[config.mk]
export PLATFORM = sky130hd
export DESIGN_NAME = wrapper_sched
export DESIGN_NICKNAME = d
export VERILOG_FILES = /design/src/rtl/wrapper_sched_pkg.sv /design/src/rtl/wrapper_sched_rr_arbiter.sv /design/src/rtl/wrapper_sched.sv
export SDC_FILE = /design/constraint.sdc
export NUM_CORES = 1
export LEC_CHECK = 0
export BUFFER_PORTS_ARGS = -buffer_cell sky130_fd_sc_hd__buf_4
export CELL_PAD_IN_SITES_DETAIL_PLACEMENT = 1
export CELL_PAD_IN_SITES_GLOBAL_PLACEMENT = 1
export CORE_MARGIN = 4
export CORE_UTILIZATION = 35
export CTS_BUF_LIST = sky130_fd_sc_hd__clkbuf_4
export CTS_CLUSTER_DIAMETER = 80
export DETAILED_ROUTE_END_ITERATION = 10
export GPL_ROUTABILITY_DRIVEN = 1
export PLACE_DENSITY_LB_ADDON = 0.1
export SETUP_SLACK_MARGIN = 0.05
export SKIP_LAST_GASP = 1
export SLEW_MARGIN = 10
export SYNTH_ARGS = -nofsm -noshare
export SYNTH_HDL_FRONTEND = slang
export SYNTH_SLANG_ARGS = --single-unit
[constraint.sdc]
create_clock -name clk -period 3.2 [get_ports clk]
set_input_delay 0.48 -clock clk [delete_from_list [all_inputs] [get_ports clk]]
set_output_delay 0.48 -clock clk [all_outputs]
set_load 0.02 [all_outputs]
[src/rtl/wrapper_sched_pkg.sv]
// Shared types and widths for the wrapper engine scheduler.
package wrapper_sched_pkg;

  typedef enum logic [2:0] {
    IDLE  = 3'd0,
    START = 3'd1,
    RUN   = 3'd2,
    DONE  = 3'd3,
    FAIL  = 3'd4
  } state_t;

  localparam int UI_W = 2;
  localparam int V_W  = 16;
  localparam int WD_W = 21;

endpackage

[src/rtl/wrapper_sched_rr_arbiter.sv]
// Round-robin priority rotation: grants the first set request after 'last', wrapping.
module rr_arbiter #(
  parameter int N   = 4,
  parameter int IDW = 2
) (
  input  logic [N-1:0]   req,
  input  logic [IDW-1:0] last,
  output logic [IDW-1:0] gnt_id,
  output logic           any
);

  always_comb begin
    gnt_id = '0;
    any    = 1'b0;
    for (int i = 1; i <= N; i++) begin
      if (!any && req[(int'(last) + i) % N]) begin
        any    = 1'b1;
        gnt_id = IDW'((int'(last) + i) % N);
      end
    end
  end

endmodule

[src/rtl/wrapper_sched.sv]
// Shares one wrapper engine between N requesters: round-robin grant, operand latch,
// start pulse, tagged write forwarding and done/timeout reporting.
module wrapper_sched
  import wrapper_sched_pkg::*;
#(
  parameter int N       = 4,
  parameter int IDW     = 2,
  parameter int TIMEOUT = 4096
) (
  input  logic                clk,
  input  logic                rst,
  input  logic [N-1:0]        req,
  input  logic [UI_W*N-1:0]   req_ui,
  input  logic [V_W*N-1:0]    req_v,
  output logic [N-1:0]        ack,
  output logic [N-1:0]        done,
  output logic [N-1:0]        err,
  output logic                busy,
  output logic                eng_start,
  output logic [UI_W-1:0]     eng_ui,
  output logic [V_W-1:0]      eng_v,
  input  logic                eng_done,
  input  logic                eng_wr_req,
  input  logic [WD_W-1:0]     eng_wr_data,
  output logic                out_valid,
  output logic [WD_W-1:0]     out_data,
  output logic [IDW-1:0]      out_id
);

  localparam int CNT_W = (TIMEOUT > 2) ? $clog2(TIMEOUT) : 1;

  state_t            state_q, state_d;
  logic [IDW-1:0]    cur_q, cur_d;
  logic [IDW-1:0]    last_q, last_d;
  logic [CNT_W-1:0]  cnt_q, cnt_d;
  logic [N-1:0]      ack_q, ack_d;
  logic [N-1:0]      done_q, done_d;
  logic [N-1:0]      err_q, err_d;
  logic              busy_q, busy_d;
  logic              eng_start_q, eng_start_d;
  logic [UI_W-1:0]   eng_ui_q, eng_ui_d;
  logic [V_W-1:0]    eng_v_q, eng_v_d;
  logic              out_valid_q, out_valid_d;
  logic [WD_W-1:0]   out_data_q, out_data_d;
  logic [IDW-1:0]    out_id_q, out_id_d;

  logic [IDW-1:0]    gnt_id;
  logic              gnt_any;

  rr_arbiter #(
    .N   (N),
    .IDW (IDW)
  ) u_arb (
    .req    (req),
    .last   (last_q),
    .gnt_id (gnt_id),
    .any    (gnt_any)
  );

  always_comb begin
    state_d     = state_q;
    cur_d       = cur_q;
    last_d      = last_q;
    cnt_d       = cnt_q;
    ack_d       = '0;
    done_d      = '0;
    err_d       = '0;
    eng_start_d = 1'b0;
    eng_ui_d    = eng_ui_q;
    eng_v_d     = eng_v_q;
    out_valid_d = 1'b0;
    out_data_d  = out_data_q;
    out_id_d    = out_id_q;

    case (state_q)
      IDLE: begin
        if (gnt_any) begin
          cur_d         = gnt_id;
          eng_ui_d      = req_ui[gnt_id*UI_W +: UI_W];
          eng_v_d       = req_v[gnt_id*V_W +: V_W];
          ack_d[gnt_id] = 1'b1;
          state_d       = START;
        end
      end
      START: begin
        eng_start_d = 1'b1;
        cnt_d       = '0;
        state_d     = RUN;
      end
      RUN: begin
        cnt_d       = cnt_q + 1'b1;
        out_valid_d = eng_wr_req;
        out_data_d  = eng_wr_data;
        out_id_d    = cur_q;
        // Completion wins over a timeout landing in the same cycle.
        if (eng_done) begin
          done_d[cur_q] = 1'b1;
          state_d       = DONE;
        end else if (cnt_q == CNT_W'(TIMEOUT - 1)) begin
          err_d[cur_q] = 1'b1;
          state_d      = FAIL;
        end
      end
      DONE, FAIL: begin
        last_d  = cur_q;
        state_d = IDLE;
      end
      default: state_d = IDLE;
    endcase

    busy_d = (state_d != IDLE);
  end

  always_ff @(posedge clk) begin
    if (!rst) begin
      state_q     <= IDLE;
      cur_q       <= '0;
      last_q      <= IDW'(N - 1);
      cnt_q       <= '0;
      ack_q       <= '0;
      done_q      <= '0;
      err_q       <= '0;
      busy_q      <= 1'b0;
      eng_start_q <= 1'b0;
      eng_ui_q    <= '0;
      eng_v_q     <= '0;
      out_valid_q <= 1'b0;
      out_data_q  <= '0;
      out_id_q    <= '0;
    end else begin
      state_q     <= state_d;
      cur_q       <= cur_d;
      last_q      <= last_d;
      cnt_q       <= cnt_d;
      ack_q       <= ack_d;
      done_q      <= done_d;
      err_q       <= err_d;
      busy_q      <= busy_d;
      eng_start_q <= eng_start_d;
      eng_ui_q    <= eng_ui_d;
      eng_v_q     <= eng_v_d;
      out_valid_q <= out_valid_d;
      out_data_q  <= out_data_d;
      out_id_q    <= out_id_d;
    end
  end

  assign ack       = ack_q;
  assign done      = done_q;
  assign err       = err_q;
  assign busy      = busy_q;
  assign eng_start = eng_start_q;
  assign eng_ui    = eng_ui_q;
  assign eng_v     = eng_v_q;
  assign out_valid = out_valid_q;
  assign out_data  = out_data_q;
  assign out_id    = out_id_q;

endmodule
-- Word-level counts from Yosys, hierarchy flattened
Index checks and enable logic that the tools add are counted.
W data, S select, Z words.
- eq/ne operators: 5
- add/subtract/negate cells: 5
- reductions and logical operators: 21
- muxes and demuxes: 30
- shifts and indexed selects: 2
- $lt $le $gt $ge: 8
- bitwise logic cells: 7
- operators with widths (kind ; number):
    $shiftx A64 B7 Y16 ; 1
    $pmux W12 S2 ; 1
    $lt A3 B4 Y1 const B ; 4
    $mux W1 ; 15
    $add A12 B1 Y12 const B ; 1
    $eq A12 B12 Y1 const B ; 1
    $reduce_or A2 Y1 ; 5
    $mux W3 ; 3
    $pmux W3 S3 ; 1
    $bmux W1 S2 ; 4
    $mux W2 ; 4
    $shiftx A8 B4 Y2 ; 1
    $eq A3 B2 Y1 const B ; 2
    $lt A2 B3 Y1 const B ; 2
    $reduce_and A3 Y1 ; 2
    $logic_and A1 B1 Y1 ; 5
    $add A2 B1 Y2 const B ; 2
    $add A2 B2 Y2 const B ; 2
    $and A1 B1 Y1 const A ; 4
    $demux W1 S2 ; 2
    $ge A2 B1 Y1 const B ; 2
    $reduce_and A2 Y1 ; 2
    $reduce_or A4 Y1 ; 1
    $eq A3 B1 Y1 const B ; 1
    other kinds (6) ; 10
- output and inout port bits: 56
- register bits after elaboration: 75
- input bits: 101
- word-level logic and storage cells: 92

-- Logic depth before layout (Yosys ltp)
Gate-level depths: netlist of the first run.
- depth after elaboration: 20
- mapped depth: 7
- gate-level depth less buffers: 5

-- Modules after synthesis
A second synthesis of the first run with hierarchy kept.
- cells, all modules: 325
- area total of the unflattened synthesis: 3226.8 µm²
- by module, submodules not included (module ; instances ; seq. area each (µm²) ; cells each ; area each (µm²)):
    wrapper_sched ; 1 ; 1501.4 ; 311 ; 3135.5
    rr_arbiter ; 1 ; 0.0 ; 14 ; 91.3

-- Worst setup path before layout of the first run
No wires, ideal clock.
- path type: input -> register
- from: in req[3]
- to: reg eng_ui_q[0] (netlist: eng_ui[0])
- arrival: 1.646 ns
- slack: 1.428 ns
- buffers on the path: 3
- stages: 7
- library setup time: 0.126 ns
- cell sequence: buf_2 -> nand2b_1 -> a311o_1 -> buf_2 -> buf_2 -> a32oi_1 -> a31oi_1
- longest elaborated chain between the ends: 14
- elaborated cells between the ends (all ways): 28
- classes of those cells: shift: 1; mux: 20; reduce/logical: 7
- RTL lines (item ; line ; RTL):
    from (decl) ; wrapper_sched.sv:12 ; input logic [N-1:0] req,
    $bmux W1 S2 ; wrapper_sched_rr_arbiter.sv:16 ; if (!any && req[(int'(last) + i) % N]) begin
    $mux W1 (implied by the code) (2 in series) ; wrapper_sched_rr_arbiter.sv:16 ;
    $mux W1 ; wrapper_sched_rr_arbiter.sv:16 ;
    $logic_not A1 Y1 ; wrapper_sched_rr_arbiter.sv:16 ;
    $logic_and A1 B1 Y1 ; wrapper_sched_rr_arbiter.sv:16 ;
    $mux W1 ; wrapper_sched_rr_arbiter.sv:16 ;
    $logic_not A1 Y1 ; wrapper_sched_rr_arbiter.sv:16 ;
    $logic_and A1 B1 Y1 ; wrapper_sched_rr_arbiter.sv:16 ;
    $mux W1 ; wrapper_sched_rr_arbiter.sv:16 ;
    $logic_not A1 Y1 ; wrapper_sched_rr_arbiter.sv:16 ;
    $logic_and A1 B1 Y1 ; wrapper_sched_rr_arbiter.sv:16 ;
    $mux W2 or $mux W1 (tied branches) ; wrapper_sched_rr_arbiter.sv:16 ;
    $shiftx A8 B4 Y2 or $reduce_and A2 Y1 (tied branches) ; - ;
    to (signal assigned) ; wrapper_sched.sv:140 ; eng_ui_q <= eng_ui_d;
    to (decl) ; wrapper_sched.sv:41 ; logic [UI_W-1:0] eng_ui_q, eng_ui_d;
Several ways; a longest one is shown, not always the timed one. The select of a mux whose other input is x is not followed.
A chain may end at the register's enable or synchronous reset.

-- Worst setup path after layout of the first run
- from: reg state_q[2]
- to: reg ack_q[1] (netlist: ack[1])
- longest elaborated chain between the ends: 2
- RTL lines (item ; line ; RTL):
    from (decl) ; wrapper_sched.sv:32 ; state_t state_q, state_d;
    from (signal assigned) ; wrapper_sched.sv:131 ; state_q <= state_d;
    $logic_not A3 Y1 ; wrapper_sched.sv:75 ; case (state_q)
    $reduce_and A3 Y1 (no line) ; - ;
    to (signal assigned) ; wrapper_sched.sv:135 ; ack_q <= ack_d;
    to (decl) ; wrapper_sched.sv:36 ; logic [N-1:0] ack_q, ack_d;
Every way passes these cells.

==> metrics, run 1 <==
number of remaining DRC errors 0; Static Leak 0.00201 uW; CTS tree done; Cell Area, Synth 3350 sq um; DR vias/cell 5.22; Tot Pwr 2440 uW; Max H-tree Level 3; worst slew pin tran 0.853 ns; FILL cells 1,172; clock period minus worst slack 2.00 ns; Final Hold Violating Endpoints 0; layout cells sized above 1 0.338; vias 3,577; final antenna-violating net count 0; gr ovfl total 0; top cells by area in the synthesized netlist dfxtp_1 (45%), nand2_1 (7.3%), a21oi_1 (7.2%), o21ai_0 (5.8%), a32oi_1 (4.7%); Tcrit/Tclk final 0.624; Area Growth Syn to Fin 41.4%; Max Transition Viols Final 0; IO Port Bufs 156; DP HPWL 8260 um; most frequent cells in the layout buf_4 (161), dfxtp_1 (75), nand2_1 (65); CTS Buffer Depth 2; Die Y 106 um; CP max FO 22; 1st-pass router iterations 4; Mapped Nets 517; CTS Sinks 75; drt total wl 11,600 um; Tot GR Track Use 0.207; Max-Slew Margin vs Limit 0.432; Worst-path clk slew 0.14 ns; ys flop type dfxtp_1; initial core utilization 0.361; sequential-to-total area share from yosys stat 0.448; row cnt 35; PD cells 516 nW/um^2; Hold Crit Class in2reg; RSZ-0062 raised after global routing no; Cell variety after synth 41; cts hold-fix bufs 0; Syn Area/Cell 8.07 sq um; Max-Cap Viols 0; wire per inst 16.9 um; Setup Skew 0.0171 ns; outcome completed; ys async rst share 0; Final nets 653; Synth top area share 0.448; Max Freq 501 MHz; Die Wd 106 um; Clk Latency, worst-skew pair 0.44 ns; commonest non-fill, non-tap cell in the layout buf_4; largest net degree at the start of global routing 37; Final Wtd Congestion 0.797; Post-CTS Setup Bufs 0; Final setup viols 0; die area 11,200 sq um; Worst EP required 3.56 ns; Crit. End Element register; Ports 157; Ys Warns 0; antenna cells 0; initial antenna violation count 0; Synth area leader dfxtp_1; total CTS buffers 9; CTS resizes 0; number of synthesized flops with an enable pin 0; cell count after synthesis 415; crit path kind reg2reg; vias in the first global route 3,784; Max VDD drop 0.221 mV; core box area 9280 sq um; first-pass GRT wire length 18,900 um; Setup TNS Final 0 ns; WP data arrival 2.35 ns; DR iter-0 viols 90; CTS Root Cell clkbuf_4; crit path launch type register; Synth Register Bits 75
## sequential cells by signal (all words and copies together), names as in the netlist, 2 cells and up
name and cells:
done 4, cnt_q 12, err 4, eng_v 16, last_q 2, eng_ui 2, out_id 2, cur_q 2
state_q 3, ack 4, out_data 21
## synth_stat cells, types with 2 or more instances
library cell  count
a21oi_1          48
mux2i_1           2
a31oi_1          21
and3_1            3
nand2b_1          6
mux2_2            5
buf_1             3
nand4_1           3
and2_1           18
o21a_1            2
nand2_1          65
a32oi_1          18
nor3_1            8
nor3b_1           3
inv_1             5
o211ai_1          2
nand3_1           7
nor4_1            4
or3_1             2
a211oi_1          2
clkbuf_1         17
nor2_1           22
dfxtp_1          75
o21ai_0          39
buf_2            16
o211a_1           4
## logic make-up (layout without fill, tap and decap cells)
logic type	after synthesis	count (layout)	synth area share
compound gates	144	144	0.265
mux	8	8	0.0273
flops	75	75	0.448
buf+inv	42	183	0.0530
simple gates	145	145	0.203
fa+ha+maj	1	1	0.00373
## final cells by class
type / instances / area, sq um / share of cell area
clock buffer: 9 / 67.6 / 0.0143
clock inverter: 7 / 91.3 / 0.0193
multi-input combinational: 298 / 1680 / 0.355
sequential: 75 / 1500 / 0.317
inverter: 6 / 22.5 / 0.00476
tap: 129 / 161 / 0.0341
timing repair buffer: 161 / 1210 / 0.255
## where the power goes
group,internal (uW),switching [uW],total [uW]
clock,315,355,671
combinational,292,401,693
sequential,1020,57.6,1080
## layer usage
layer	global-route usage	part of all wire	vias to the layer above	routed length, um
met4	0.0509	0.011	0	125
met5	0	0	-	0
li1	-	-	1757	-
met1	0.248	0.43	1700	4990
met2	0.361	0.50	108	5780
met3	0.0637	0.061	12	702
## final timing paths
path | startpoint | cells past startpoint | slack, ns | endpoint
max | state_q[2] | 4 | 1.20 | ack[1]
min | eng_wr_data[19] | 3 | 0.27 | out_data[19]
min reg2reg | out_data[8] | 2 | 0.46 | out_data[8]
max reg2reg | state_q[2] | 4 | 1.20 | ack[1]
## per-stage QoR
| step | instance area (sq um) | worst slack (ns) | hold WS [ns] | util | std cells |
|---|---|---|---|---|---|
| floorplan | 3350 | 1.43 | 0.462 | - | 415 |
| global placement | 4580 | 1.17 | 0.443 | 0.493 | 669 |
| detailed placement | 4580 | 1.12 | 0.449 | 0.493 | 669 |
| CTS | 4740 | 1.19 | 0.253 | 0.510 | 685 |
| global route | 4740 | 1.03 | 0.258 | 0.510 | 685 |
| finish | 4740 | 1.20 | 0.268 | 0.510 | 685 |
## critical path, stage by stage, from the launching register on
cell and delay [ns]:
dfxtp_1 0.38, nor3_1 0.36, o41a_1 0.74, nand2_1 0.25, nor3b_1 0.21
(Power assumes the default switching activity.)
==> run 2: changes to the inputs <==
Settings changed: CORE_UTILIZATION 35 to 30.
Clock period 3.2 ns to 1.8 ns, I/O delays scaled along.
==> metrics, run 2 (synthesis gave the netlist of run 1 again) <==
outcome completed (unchanged); Inst Count DP 698 (was 669); Tot GR Track Use 0.182 (was 0.207); CP max FO 9 (was 22); Die Y 114 um (was 106 um); Worst EP required 2.17 ns (was 3.56 ns); layout cells sized above 1 0.369 (was 0.338); IO Port Bufs 156 (unchanged); most frequent cells in the layout buf_4 (179), dfxtp_1 (73), nand2_1 (65) (was buf_4 (161), dfxtp_1 (75), nand2_1 (65)); design area 4890 sq um (was 4740 sq um); largest net degree at the start of global routing 37 (unchanged); first-pass GRT wire length 18,900 um (about the same); Max H-tree Level 3 (unchanged); crit path launch type register (unchanged); core box area 10,900 sq um (was 9280 sq um); row cnt 38 (was 35); Die Wd 114 um (was 106 um); PD cells 871 nW/um^2 (was 516 nW/um^2); max FFs per register 21 (unchanged); met3 usage 0.0684 (was 0.0637); Tcrit/Tclk final 0.937 (was 0.624); min-delay src eng_wr_data[3] (was eng_wr_data[19]); initial antenna violation count 0 (unchanged); Most Crowded Layer GR met2 (unchanged); CTS Sinks 75 (unchanged); Setup TNS Final 0 ns (unchanged); cts hold-fix bufs 0 (unchanged); Cell Area, Placed 4740 sq um (was 4580 sq um); Final setup viols 0 (unchanged); Worst-path clk slew 0.15 ns (was 0.14 ns); Final nets 672 (was 653); Ports 157 (unchanged); CTS tree done (unchanged); post-route insts no fill 715 (was 685); initial core utilization 0.308 (was 0.361); crit path kind reg2reg (unchanged); final antenna-violating net count 0 (unchanged); number of remaining DRC errors 0 (unchanged); M1 GR Usage 0.206 (was 0.248); worst hold path depth 3 (unchanged); Tot Pwr 4260 uW (was 2440 uW); 1st-pass router iterations 4 (unchanged); Area Growth Syn to Fin 46.0% (was 41.4%); CP Launch Point state_q[1] (was state_q[2]); antenna cells 0 (unchanged); Static Leak 0.00209 uW (was 0.00201 uW); worst slew pin tran 0.453 ns (was 0.853 ns); WP data arrival 2.06 ns (was 2.35 ns); Max Freq 593 MHz (was 501 MHz); Max Transition Viols Final 0 (unchanged); worst r2r src state_q[1] (was state_q[2]); die area 12,900 sq um (was 11,200 sq um); Clk Latency, worst-skew pair 0.43 ns (was 0.44 ns); clock period minus worst slack 1.69 ns (was 2.00 ns); CTS Buffer Depth 2 (unchanged); R2R Path End cnt_q[6] (was ack[1]); DP HPWL 8910 um (was 8260 um); Max VDD drop 0.300 mV (was 0.221 mV); Max-Cap Viols 0 (unchanged); met2 Use GR 0.318 (was 0.361); DR vias/cell 5.10 (was 5.22); commonest non-fill, non-tap cell in the layout buf_4 (unchanged); Crit. End Element register (unchanged); r2r worst-path depth 5 (was 4); Max-Slew Margin vs Limit 0.698 (was 0.432); Setup Skew 0.0201 ns (was 0.0171 ns); Hold Crit Class in2reg (unchanged); wire per inst 16.5 um (was 16.9 um); reg2reg setup slack 0.11 ns (was 1.20 ns); Final Hold Violating Endpoints 0 (unchanged); RSZ-0062 raised after global routing no (unchanged); FILL cells 1,345 (was 1,172); total CTS buffers 9 (unchanged); Final Wtd Congestion 0.800 (was 0.797); vias in the first global route 3,916 (was 3,784); DR iter-0 viols 156 (was 90); gr ovfl total 0 (unchanged); vias 3,648 (was 3,577); worst hold path endpoint out_data[3] (was out_data[19]); CTS Root Cell clkbuf_4 (unchanged); drt total wl 11,800 um (was 11,600 um)
[run 2: cell count changes in the layout (fill, tap and decap cells not counted), moves of 2 or more]
cell,before,now
dfxtp_2,0,2
bufinv_16,2,0
dfxtp_1,75,73
buf_4,161,179
inv_6,1,4
clkinv_2,3,0
[run 2: timing repair]
action / in CTS / in global routing
gates resized for setup: 0 / 5
endpoints found under the setup margin: 7 / 27
gates cloned: 0 / 0
endpoints found under the hold margin: 0 / 0
buffers inserted: 1 / 0
[run 2: layout make-up]
type,count,area (sq um),share of cell area
flip-flops and latches,75,1500,0.308
repair buffers,180,1360,0.279
inverters,6,22.5,0.00461
well taps,140,175,0.0358
clock inverters,7,62.6,0.0128
multi-input cells,298,1690,0.346
clock buffers,9,67.6,0.0138
[run 2: through the flow]
step	hold WS [ns]	utilization	setup slack, ns
finish	0.0654	0.449	0.114
global route	0.0188	0.449	0.0526
CTS	0.0252	0.448	0.0542
detailed placement	0.449	0.435	0.0448
global placement	0.443	0.435	0.128
floorplan	0.406	-	0.156
[run 2: per-layer routing]
metal / share of wire / vias up
li1: - / 1796
met1: 0.40 / 1707
met2: 0.49 / 130
met3: 0.096 / 15
met4: 0.017 / 0
met5: 0 / -
[run 2: critical path: stages (launching register included)]
cell	delay (ns)
dfxtp_2	0.39
or3b_1	0.42
buf_4	0.20
nor3_1	0.20
mux2_2	0.35
nor2_1	0.08
[run 2: how the worst max path moves through the flow]
stage | to | slack [ns] | cells after the start
final | cnt_q[6] | 0.11 | 5
after global routing | cnt_q[0] | 0.05 | 5
after CTS | cur_q[1] | 0.05 | 6
after detailed placement | ack[1] | 0.04 | 5
after global placement | eng_v[8] | 0.13 | 5
after floorplan | cnt_q[7] | 0.16 | 5
[run 2: report_power, final]
part           total (uW)  leakage, uW  internal [uW]  switching, uW
clock network        1020    0.0000698            316            706
logic                1320      0.00141            599            725
registers            1910     0.000612           1820           95.4
